**src/rtl/sap_ctrl_pkg.sv**
```systemverilog
// Shared constants and types for the SAP-1 style control sequencer.
package sap_ctrl_pkg;

  localparam int CW_W = 16;

  // Opcode values carried in the low four bits of the IR opcode field.
  localparam logic [3:0] OP_LDA = 4'd0;
  localparam logic [3:0] OP_ADD = 4'd1;
  localparam logic [3:0] OP_SUB = 4'd2;
  localparam logic [3:0] OP_STA = 4'd3;
  localparam logic [3:0] OP_LDI = 4'd4;
  localparam logic [3:0] OP_JMP = 4'd5;
  localparam logic [3:0] OP_JC  = 4'd6;
  localparam logic [3:0] OP_JZ  = 4'd7;
  localparam logic [3:0] OP_OUT = 4'd14;
  localparam logic [3:0] OP_HLT = 4'd15;

  // Control-word bit positions.
  localparam int unsigned B_HLT        = 15;
  localparam int unsigned B_PC_INC     = 14;
  localparam int unsigned B_PC_EN      = 13;
  localparam int unsigned B_PC_LOAD    = 12;
  localparam int unsigned B_MEM_LOAD   = 11;
  localparam int unsigned B_RAM_EN     = 10;
  localparam int unsigned B_RAM_WR     = 9;
  localparam int unsigned B_IR_LOAD    = 8;
  localparam int unsigned B_IR_EN      = 7;
  localparam int unsigned B_A_LOAD     = 6;
  localparam int unsigned B_A_EN       = 5;
  localparam int unsigned B_B_LOAD     = 4;
  localparam int unsigned B_ALU_SUB    = 3;
  localparam int unsigned B_ALU_EN     = 2;
  localparam int unsigned B_OUT_LOAD   = 1;
  localparam int unsigned B_FLAGS_LOAD = 0;

  typedef logic [CW_W-1:0] cw_t;

  // T-states; values 6 and 7 are never reached.
  typedef enum logic [2:0] {
    T0 = 3'd0,
    T1 = 3'd1,
    T2 = 3'd2,
    T3 = 3'd3,
    T4 = 3'd4,
    T5 = 3'd5
  } stage_t;

  // One-hot control word with only bit idx set.
  function automatic cw_t cw_bit(input int unsigned idx);
    cw_bit = cw_t'(1) << idx;
  endfunction

endpackage

```
**src/rtl/sap_ucode_rom.sv**
```systemverilog
// Combinational microcode: maps (stage, opcode, flags) to a control word
// and marks the final stage of each instruction.
module sap_ucode_rom
  import sap_ctrl_pkg::*;
#(
  parameter int OPCODE_W = 4
) (
  input  stage_t              stage,
  input  logic [OPCODE_W-1:0] opcode,
  input  logic                flag_c,
  input  logic                flag_z,
  output cw_t                 ctrl,
  output logic                last
);

  // Any set bit above [3:0] turns the instruction into a NOP.
  logic       op_legal;
  logic [3:0] op4;

  assign op_legal = ((opcode >> 4) == '0);
  assign op4      = opcode[3:0];

  // Decode table: fetch is common, execute depends on opcode and flags.
  always_comb begin
    ctrl = '0;
    last = 1'b0;
    case (stage)
      T0: ctrl = cw_bit(B_PC_EN) | cw_bit(B_MEM_LOAD);
      T1: ctrl = cw_bit(B_PC_INC);
      T2: ctrl = cw_bit(B_RAM_EN) | cw_bit(B_IR_LOAD);
      T3: begin
        last = 1'b1;
        if (op_legal) begin
          case (op4)
            OP_LDA, OP_ADD, OP_SUB, OP_STA: begin
              ctrl = cw_bit(B_IR_EN) | cw_bit(B_MEM_LOAD);
              last = 1'b0;
            end
            OP_LDI: ctrl = cw_bit(B_IR_EN) | cw_bit(B_A_LOAD);
            OP_JMP: ctrl = cw_bit(B_IR_EN) | cw_bit(B_PC_LOAD);
            OP_JC:  if (flag_c) ctrl = cw_bit(B_IR_EN) | cw_bit(B_PC_LOAD);
            OP_JZ:  if (flag_z) ctrl = cw_bit(B_IR_EN) | cw_bit(B_PC_LOAD);
            OP_OUT: ctrl = cw_bit(B_A_EN) | cw_bit(B_OUT_LOAD);
            OP_HLT: ctrl = cw_bit(B_HLT);
            default: ctrl = '0;
          endcase
        end
      end
      T4: begin
        last = 1'b1;
        if (op_legal) begin
          case (op4)
            OP_LDA: ctrl = cw_bit(B_RAM_EN) | cw_bit(B_A_LOAD);
            OP_ADD, OP_SUB: begin
              ctrl = cw_bit(B_RAM_EN) | cw_bit(B_B_LOAD);
              last = 1'b0;
            end
            OP_STA: ctrl = cw_bit(B_A_EN) | cw_bit(B_RAM_WR);
            default: ctrl = '0;
          endcase
        end
      end
      T5: begin
        last = 1'b1;
        if (op_legal && (op4 == OP_ADD || op4 == OP_SUB)) begin
          ctrl = cw_bit(B_ALU_EN) | cw_bit(B_A_LOAD) | cw_bit(B_FLAGS_LOAD);
          if (op4 == OP_SUB) ctrl = ctrl | cw_bit(B_ALU_SUB);
        end
      end
      default: last = 1'b1;
    endcase
  end

endmodule

```
**src/rtl/sap_sequencer.sv**
```systemverilog
// SAP-1 control sequencer: T-state register, sticky halt latch and
// output gating around the microcode ROM.
module sap_sequencer #(
  parameter int OPCODE_W = 4,
  parameter int CW_W     = 16
) (
  input  logic                clk,
  input  logic                rst,
  input  logic                run_en,
  input  logic [OPCODE_W-1:0] opcode,
  input  logic                flag_c,
  input  logic                flag_z,
  output logic [CW_W-1:0]     ctrl,
  output logic [2:0]          stage,
  output logic                instr_done,
  output logic                halted
);
  import sap_ctrl_pkg::*;

  if (CW_W != sap_ctrl_pkg::CW_W) begin : g_cw_check
    $fatal(1, "sap_sequencer: CW_W must be 16");
  end
  if (OPCODE_W < 4) begin : g_op_check
    $fatal(1, "sap_sequencer: OPCODE_W must be 4 or greater");
  end

  stage_t stage_q, stage_d;
  logic   halted_q, halted_d;
  cw_t    rom_ctrl;
  logic   rom_last;
  logic   halt_now;

  sap_ucode_rom #(
    .OPCODE_W(OPCODE_W)
  ) u_rom (
    .stage  (stage_q),
    .opcode (opcode),
    .flag_c (flag_c),
    .flag_z (flag_z),
    .ctrl   (rom_ctrl),
    .last   (rom_last)
  );

  // Next stage and halt: halting freezes the stage at T3 on the HLT edge.
  always_comb begin
    stage_d  = stage_q;
    halted_d = halted_q;
    halt_now = run_en && !halted_q && rom_ctrl[B_HLT];
    if (halt_now) begin
      halted_d = 1'b1;
    end else if (run_en && !halted_q) begin
      stage_d = rom_last ? T0 : stage_t'(stage_q + 3'd1);
    end
  end

  // State register with asynchronous abort.
  always_ff @(posedge clk or posedge rst) begin
    if (rst) begin
      stage_q  <= T0;
      halted_q <= 1'b0;
    end else begin
      stage_q  <= stage_d;
      halted_q <= halted_d;
    end
  end

  // Reset forces a quiet bus; a halted machine keeps asserting only HLT.
  always_comb begin
    ctrl       = '0;
    instr_done = 1'b0;
    if (!rst) begin
      if (halted_q) begin
        ctrl = cw_bit(B_HLT);
      end else begin
        ctrl       = rom_ctrl;
        instr_done = rom_last;
      end
    end
  end

  assign stage  = stage_q;
  assign halted = halted_q;

endmodule

```
**config.mk**
```make
export PLATFORM = sky130hd
export DESIGN_NAME = sap_sequencer
export DESIGN_NICKNAME = d
export VERILOG_FILES = /design/src/rtl/sap_ctrl_pkg.sv /design/src/rtl/sap_ucode_rom.sv /design/src/rtl/sap_sequencer.sv
export SDC_FILE = /design/constraint.sdc
export NUM_CORES = 1
export LEC_CHECK = 0
export ABC_AREA = 1
export CAP_MARGIN = 0
export CORE_MARGIN = 1
export CORE_UTILIZATION = 34
export CTS_CLUSTER_DIAMETER = 80
export DETAILED_ROUTE_END_ITERATION = 8
export PLACE_DENSITY = 0.81
export SYNTH_ARGS = -nofsm -noshare
export SYNTH_HDL_FRONTEND = slang
export SYNTH_SLANG_ARGS = --single-unit
```
**constraint.sdc**
```tcl
create_clock -name clk -period 1.4 [get_ports clk]
set_input_delay 0.14 -clock clk [delete_from_list [all_inputs] [get_ports clk]]
set_output_delay 0.14 -clock clk [all_outputs]
set_load 0.1 [all_outputs]
```
==> results.md, run 1 <==
- The flow did not finish.
- The last stage reached is detailed placement.
- The tool reported: "[ERROR DPL-0038] Utilization greater than 100%, impossible to legalize".
- Yosys mapped the design onto 21 distinct sky130hd cell types.
- Summing the areas of all fa, ha and maj instances in the mapped netlist gives 11.0% of the synthesized area.
- After synthesis, flip-flops and latches occupy between 15 and 20% of the total area.
- The simple-gate share of the synthesized area is roughly half.
- The synthesized instance count is 96.
- The top flip-flop cell by instance count after synthesis is dfrtp_1.
- After synthesis the netlist holds a flip-flop and latch count of 4.
- The initial utilization of the core area, before any placement, comes to between 30% and 40%.
- The congestion estimate from routability-driven global placement came to approximately 0.8.
- For this run, the number of Yosys warnings is 0.
- The library cell occupying the most area in the post-synthesis netlist is dfrtp_1.
- The number of synthesized flops with an enable pin is 0.
- The share of the synthesized netlist area taken by xor and xnor gates is 0%.
- When the netlist entered floorplanning its net count stood at 110.
- The most used standard cell by instance count after synthesis is nand2_1.
- The share of synthesized flip-flops with an asynchronous set or reset is 100%.
- Yosys attributes the largest share of cell area to dfrtp_1, nand2_1, nor2_1.
- For this design the top-level I/O count stands at 30.
- The share of synthesized area spent on multiplexers is 0%.
- The floorplan has 14 rows.
- In this run the tool buffered the top-level ports with 29 buffer cells.
- Counting instances in the post-synthesis netlist gives the leading cell types as nand2_1, nor2_1, inv_1, ha_1, nand3_1.
- The height of the die is about 43 um.
- The average cell area after synthesis is approximately 6 um^2.
- From left edge to right edge, the die measures 42.9 um.
- The synthesized netlist devotes between 10 and 15% of its cell area to compound gates.
- After synthesis the cells add up to around 570 um^2.
- The largest family of logic cells by synthesized area is simple AND/OR/NAND/NOR gates.
- The share of synthesized area in the top cell type comes to approximately 18%.
==> logic make-up after synthesis <==
| logic type | Yosys count |
|---|---|
| flops | 4 |
| compound gates | 9 |
| buf+inv | 17 |
| simple gates | 61 |
| fa+ha+maj | 5 |
==> through the flow <==
stage	setup WS, ns	cells	setup TNS, ns	instance area [um^2]
2_1_floorplan	-0.744	96	-9.47	842
3_3_place_gp	-0.220	167	-3.11	1550
==> run 2: changes to the inputs <==
Settings changed: CORE_AREA set to 2 2 63 65, CORE_MARGIN 1 to not set, CORE_UTILIZATION 34 to not set, CTS_CLUSTER_DIAMETER 80 to not set, DIE_AREA set to 0 0 65 67, PLACE_DENSITY 0.81 to not set, PLACE_DENSITY_LB_ADDON set to 0.15.
Clock period 1.4 ns to 1.8 ns, I/O delays scaled along.
==> run 2 against run 1 <==
The flow now finishes, with violations (setup timing). Area after synthesis unchanged. Synthesized cell count unchanged.
==> results.md, run 2 <==
- The clock root buffer is clkbuf_8.
- The share of the yosys chip area belonging to registers is between 10% and 20%.
- Measured along the y axis, the die boundary spans 67 um.
- The synthesized instance count is 96.
- The synthesized design devotes to its leading area cell type about 18% of total area.
- Of all nets on the critical path, the largest fanout is 7.
- The count of nets left with antenna violations once routing finished came out at 0.
- The detail-routed net length per standard cell is roughly 11 um.
- The cell-internal power is between 0.0009 and 0.001 W.
- Measured on the finished design, the core utilization comes to ~45%.
- The worst path in the final design needs a cycle of 1.86 ns, including I/O delays and setup.
- The top-level port count is 30.
- Setup total negative slack on the finished layout was measured at -0.353 ns.
- In this run the number of H-tree levels came out at 1.
- The total routing usage reported by global routing is roughly 11%.
- Power comes to 0.00231 W.
- For this run, asynchronously set or reset flops after synthesis account for 100%.
- In this run switching power makes up between 50 and 60% of total power.
- The detailed router used layers up to and including met4.
- The final design area excluding fillers is 0.00162 mm^2.
- A synthesized cell averages between 5 and 6 um^2.
- After floorplanning, the core was sized to cover roughly 0.0036 mm^2.
- The wire-length estimate of the detail-placed layout is about 1800 um.
- At the worst endpoint, the required time is around 1.6 ns.
- The maximum number of pins on one net before global-route repair is 8.
- In the detailed route, the total length drawn on met2 is about 1200 um.
- Detailed routing inserted a total of 805 vias.
- The number of CTS-inserted buffers is 3.
- In the post-route analysis, the smallest setup slack over all paths is -0.0613 ns.
- The routed length on met1 is between 800 and 900 um.
- In the final layout, the share of cells above drive strength 1 is 64.4%.
- During synthesis, Yosys emitted a total of 0 warnings.
- Sequential cells burn 8.6% of the power.
- The initial utilization of the core area, before any placement, comes to between 15 and 20%.
- The power spent charging and discharging nets is roughly 0.0013 W.
- Synthesis instantiated 21 different standard cells from the library.
- In this run the deepest clock path goes through 2 buffers.
- The number of setup violations in the final report is 10.
- The critical path is of the reg2out type.
- The flow ran to the end, but the final reports show violations.
- Compared with the post-synthesis result, the final layout area differs by 185%.
- The final net count is 162.
- The floorplan step set the die width to roughly 65 um.
- The weighted congestion at the end of routability-driven global placement is between 0.7 and 0.8.
- The final period utilization is 103%.
- By count the netlist is led by nand2_1, nor2_1, inv_1, ha_1, nand3_1.
- The via count of the first global-routing pass came to around 830.
- The clock sink count is 4.
- For this block, the routed nets add up to roughly 2200 um of wire.
- The count of cells along the worst register-to-register path is 8.
- The first global-routing pass estimated 3660 um of wire.
- Leaving out fill and tap cells, the most frequent cell in the layout is buf_12.
- The most used standard cell by instance count after synthesis is nand2_1.
- The number of antenna violations at the first check in global routing is 0.
- The met3 wire length is about 120 um.
- Summed over all cells, the static leakage comes to roughly 0.67 nW.
- Counting every net in the synthesized netlist gives 110.
- The arrival time at the worst endpoint is 1.68 ns.
- The launch point of the worst reg-to-reg path is stage[0]$_DFFE_PP0P_.
- The first detailed-routing pass ran for 6 iterations.
- After clock tree synthesis, the clock-pin slew on the worst setup and hold paths is approximately 0.03 ns.
- In the routed design, unresolved DRC markers number 0.
- Across the routed clock network, the largest skew measured is 0.00312 ns.
- The setup slack of the worst register-to-register path is approximately 0.15 ns.
- IR analysis of the VDD net gives a maximum drop of roughly 910 uV.
- Including well taps, the total number of placed cells is ~180.
- Leaving out filler cells and counting taps, the final layout contains between 150 and 200.
- In the layout the commonest cells are buf_12, nand2_1, buf_4, inv_1, nor2_4.
- The synthesized flop and latch total is 4.
- The final reports fail on setup timing.
- In this run, post-CTS hold repair placed 0 buffers.
- The number of I/O port buffers is 29.
- The worst setup path is captured at an output port.
- The endpoint identified for the worst register-to-register timing path is stage[0]$_DFFE_PP0P_.
- The row count is 22.
- By area the synthesized netlist is led by dfrtp_1, nand2_1, nor2_1.
- At the pin with the least slew margin, the transition time is 0.342 ns.
- The final number of hold-violating endpoints is 0.
- The detailed router finished its first iteration with 16 violations.
- The fraction of power consumed by the clock network is under 10%.
- The clock latency at the later pin of the worst-skew pair is between 0.2 and 0.25 ns.
- The library cell occupying the most area in the post-synthesis netlist is dfrtp_1.
- The CTS tree is yes.
- Global routing finished with a remaining overflow of 0.
- The worst slew margin relative to its limit is 77.2%.
- After detailed routing, the number of vias per cell comes to 4.15.
- For this design the ratio of total power to cell area is 1430 mW/mm^2.
- The repair_antennas step left the layout with diodes totalling 0.
- The max-cap violation count is 0.
- The combinational share of power is a little over four fifths.
- The worst hold path belongs to the class in2async.
- Setup repair after global routing could not meet its margin everywhere.
- The count of final max-slew check failures is 0.
- The flip-flop count of the largest register, all copies and words added is 3.
- Based on the critical path, the design can be clocked at up to between 500 and 600 MHz.
- In this run the cell area of the synthesized design comes to 568 um^2.
- The floorplan step defined a die boundary enclosing 0.00436 mm^2.
- The worst setup path is launched from a flop.
- The top flip-flop cell by instance count after synthesis is dfrtp_1.
- The placed instances occupy a cell area of 0.00146 mm^2.
- The number of synthesized flops with an enable pin is 0.
[run 2: cell counts after synthesis]
Identical to the previous run, type by type.
[run 2: power groups by stage]
stage / Clock (W) / Combinational [W] / Sequential, W
final: 0.000189 / 0.00192 / 0.000198
after global routing: 0.000206 / 0.00203 / 0.000204
after CTS: 0.000196 / 0.00192 / 0.000198
after detailed placement: 0 / 0.00176 / 0.000204
after global placement: 0 / 0.00175 / 0.000205
after floorplan: 0 / 0.00100 / 0.000419
[run 2: worst max path at each step]
| stage | slack (ns) | depth (start not counted) | end | startpoint |
|---|---|---|---|---|
| floorplan | -0.38 | 5 | ctrl[2] | stage[1]$_DFFE_PP0P_ |
| global placement | 0.04 | 6 | ctrl[0] | opcode[1] |
| detailed placement | 0.03 | 6 | ctrl[0] | opcode[1] |
| CTS | -0.08 | 7 | ctrl[5] | stage[0]$_DFFE_PP0P_ |
| global route | -0.12 | 7 | ctrl[5] | stage[0]$_DFFE_PP0P_ |
| finish | -0.06 | 7 | ctrl[5] | stage[0]$_DFFE_PP0P_ |
[run 2: worst max-delay path: stages (launching register included)]
cell,delay [ns]
dfrtp_4,0.52
ha_4,0.18
ha_4,0.18
nor2_4,0.10
nand3_4,0.09
nand2_8,0.14
o22ai_4,0.09
buf_12,0.17
[run 2: timing repair]
item	4_1_cts	5_1_grt
pin swaps	14	8
hold endpoints to repair	0	0
endpoints found under the setup margin	13	14
resized for setup	13	3
setup buffers	5	2
[run 2: area by class of cell]
type                            instances  area (um^2)
Multi-Input combinational cell         75          684
Timing Repair Buffer                   48          649
Clock buffer                            3         41.3
Inverter                               16         70.1
Sequential cell                         4          115
Fill cell                             362         1990
Tap cell                               48         60.1
[run 2: layer usage]
layer  global-route usage [%]  vias to the layer above
met1                     12.6                      369
met4                     4.79                        0
met2                     20.5                       28
met3                     1.35                        3
li1                         -                      405
met5                        0                        -
[run 2: cell families after synthesis]
kind of cell,after synthesis,share of synthesized area [%]
buf+inv,17,11.9
fa+ha+maj,5,11.0
simple gates,61,49.3
compound gates,9,10.1
flops,4,17.6
[run 2: through the flow]
step           hold slack [ns]  worst slack, ns
6_report                 0.372          -0.0613
5_1_grt                  0.387           -0.116
4_1_cts                  0.381          -0.0774
3_5_place_dp             0.614           0.0256
3_3_place_gp             0.609           0.0441
2_1_floorplan          -0.0538           -0.384
Note: power is estimated with default switching activity, not from simulation.
==> run 3: changes to the inputs <==
Settings changed: REMOVE_ABC_BUFFERS set to 1.
==> run 3 against run 2 <==
The flow still finishes with violations (setup timing). Die area is the same. Combinational power decreased by 5%. Final cell count grew 1.5%. Largest cell class is now buffers. Global-route usage is 0.33 points lower. Clock power is essentially flat. Maximum frequency up 0.21%. Sequential cell count is the same.
==> results.md, run 3 (synthesized netlist as in run 2, its figures left out) <==
- The die covers 0.00436 mm^2.
- The final period utilization is 103%.
- 0 antenna diodes ended up in the layout.
- Once the floorplan was initialized, standard cells occupied between 10% and 20% of the core.
- The worst hold slack is 0.388 ns.
- The post-route netlist has 57.0% of its cells at a drive strength greater than 1.
- During placement, the flow inserted port buffers numbering 29.
- The startpoint identified for the worst register-to-register timing path is stage[0]$_DFFE_PP0P_.
- The top-level port count is 30.
- The flip-flop count of the largest register, all copies and words added is 3.
- The standby leakage power is 0.647 nW.
- Relative to the synthesized area, the layout overhead comes to 163%.
- The number of design-rule violations left by the first detailed-router iteration is 21.
- After clock tree synthesis, the clock-pin slew on the worst setup and hold paths is 0.03 ns.
- Once layout is done, the placed cells without fillers occupy about 0.0015 mm^2.
- The highest clock rate is 538 MHz.
- The remaining routing DRC violations is 0.
- The power density over cell area is around 1500 mW/mm^2.
- The total length of routed wires is between 2000 and 2500 um.
- The critical path is of the reg2out type.
- The number of hold buffers added after CTS was 0.
- The congestion estimate from routability-driven global placement came to around 0.7.
- The run finished, with violations left.
- The via count of the first global-routing pass is roughly 850.
- The required time of the critical path is 1.62 ns.
- Using the TritonRoute via totals, the vias-per-cell ratio works out to 3.97.
- The largest single stage delay on the critical path is between 0.4 and 0.5 ns.
- The count of nets left with antenna violations once routing finished came out at 0.
- The number of CTS-inserted buffers is 3.
- The number of setup violations in the final report is 6.
- The maximum number of pins on one net before global-route repair is 8.
- Across the run, the number of max-cap violations was 0.
- The number of antenna violations at the first check in global routing is 0.
- After the flow finishes, the layout carries non-filler instances totaling slightly below 200.
- The count of final max-slew check failures is 0.
- Measured in cells, the most critical reg-to-reg path has a length of 9.
- The path class of the tightest hold or removal check is in2async.
- Including well taps, the total number of placed cells is 189.
- The initialized floorplan defines 22 standard-cell rows.
- The arrival time at the worst endpoint is between 1.5 and 2 ns.
- The total overflow reported by the global router is 0.
- The share of the core filled with cells in the final layout is approximately 41%.
- The sequential cells in the finished layout cover a total of 103 um^2.
- The slew at the pin with the worst max-slew slack is a little over 0.3 ns.
- The largest vdd supply drop is between 400 and 500 uV.
- The clock latency at the later pin of the worst-skew pair is between 0.2 and 0.25 ns.
- The endpoint identified for the worst register-to-register timing path is stage[1]$_DFFE_PP0P_.
- The placeable core area is about 0.0036 mm^2.
- The detail-routed net length per standard cell is approximately 11 um.
- The top cell types in the final layout, fill and taps aside, are nand2_1, buf_12, buf_4, inv_1, nor2_1.
- The chip width is about 65 um.
- Summed over all nets, the half-perimeter wirelength after detailed placement is roughly 1600 um.
- Measured against its own limit, the worst slew margin works out to between 70% and 80%.
- From bottom edge to top edge, the die measures approximately 67 um.
- The worst setup path is captured at an output port.
- The clock net in this run drives a total of 4 sinks.
- The clock passes through at most 2 buffers.
- Setup repair after global routing could not meet its margin everywhere.
- The total number of vias is ~780.
- The maximum level of the CTS H-tree is 1.
- After detailed placement, the total cell area comes to approximately 0.0012 mm^2.
- The final period demand of the worst path is about 1.9 ns.
- Of all nets on the critical path, the largest fanout is 6.
- The final reports fail on setup timing.
- The CTS tree is yes.
- The number of filler cells placed in the layout is 359.
- Once routing completed, OpenROAD measured the worst setup slack at -0.0573 ns.
- The global-route wire length before repair is approximately 3700 um.
- At the end of the flow, the number of nets in the layout was 165.
- Across the routed clock network, the largest skew measured is between 0.002 and 0.003 ns.
- Walking the worst path, the cells encountered are ha_4, ha_4, nor2_4, nand3_2, nand2_4, buf_6, nor2_4, buf_12.
- Timing analysis after detailed placement gives a worst setup slack of -0.0282 ns.
- The first TritonRoute pass finished after 5 iterations.
- The total routing usage reported by global routing is 10.7%.
- The largest individual stage delay along the critical path comes from the cell dfrtp_2.
- The clock root buffer is clkbuf_8.
- The kind of start point of the critical path is a flop.
- For flop-to-flop paths, the worst setup slack is 0.21 ns.
- Summing all multi-input logic gate instances after layout gives approximately 560 um^2.
- The final number of hold-violating endpoints came to 0.
## run 3: final cells by class
class,count,share of cell area [%]
inverter,16,4.02
sequential,4,6.87
tap,48,4.02
timing repair buffer,51,44.6
multi-input combinational,75,37.7
clock buffer,3,2.76
## run 3: repair_timing
item / 4_1_cts / 5_1_grt
setup endpoints to repair: 14 / 17
resized for setup: 27 / 19
setup buffers: 5 / 0
pin swaps: 11 / 12
## run 3: critical path: cells and delay by family (launching register included)
family                     cells  cell delay (ns)
adders and majority gates      2             0.34
buffers and inverters          2             0.30
DFF                            1             0.43
and+or+nand+nor                4             0.38
## run 3: metal layers
layer  vias to the layer above  GRT usage [%]  share of wire (%)
met5                         -              0                  0
met4                         0           4.26                1.4
met3                         4           2.20                5.7
met2                        22           18.6                 52
met1                       347           12.8                 40
li1                        409              -                  -
## run 3: how the worst max path moves through the flow
| stage | startpoint | end |
|---|---|---|
| after detailed placement | stage[1]$_DFFE_PP0P_ | ctrl[2] |
| after floorplan | stage[0]$_DFFE_PP0P_ | ctrl[0] |
| after global placement | opcode[1] | ctrl[0] |
| after global routing | stage[0]$_DFFE_PP0P_ | ctrl[11] |
| after CTS | stage[0]$_DFFE_PP0P_ | ctrl[15] |
| final | stage[0]$_DFFE_PP0P_ | ctrl[11] |
## run 3: through the flow
step / total power, W / setup TNS, ns
after floorplan: 0.00111 / -27.48
after global placement: 0.00173 / 0
after detailed placement: 0.00173 / -0.0546
after CTS: 0.00211 / -0.518
after global routing: 0.00231 / -1.07
final: 0.00217 / -0.218
## run 3: power by group
group          internal (W)  leakage [nW]  switching, W
combinational      0.000700         0.575       0.00113
sequential         0.000124        0.0505     0.0000379
clock              0.000142        0.0216     0.0000440
total              0.000967         0.647       0.00121
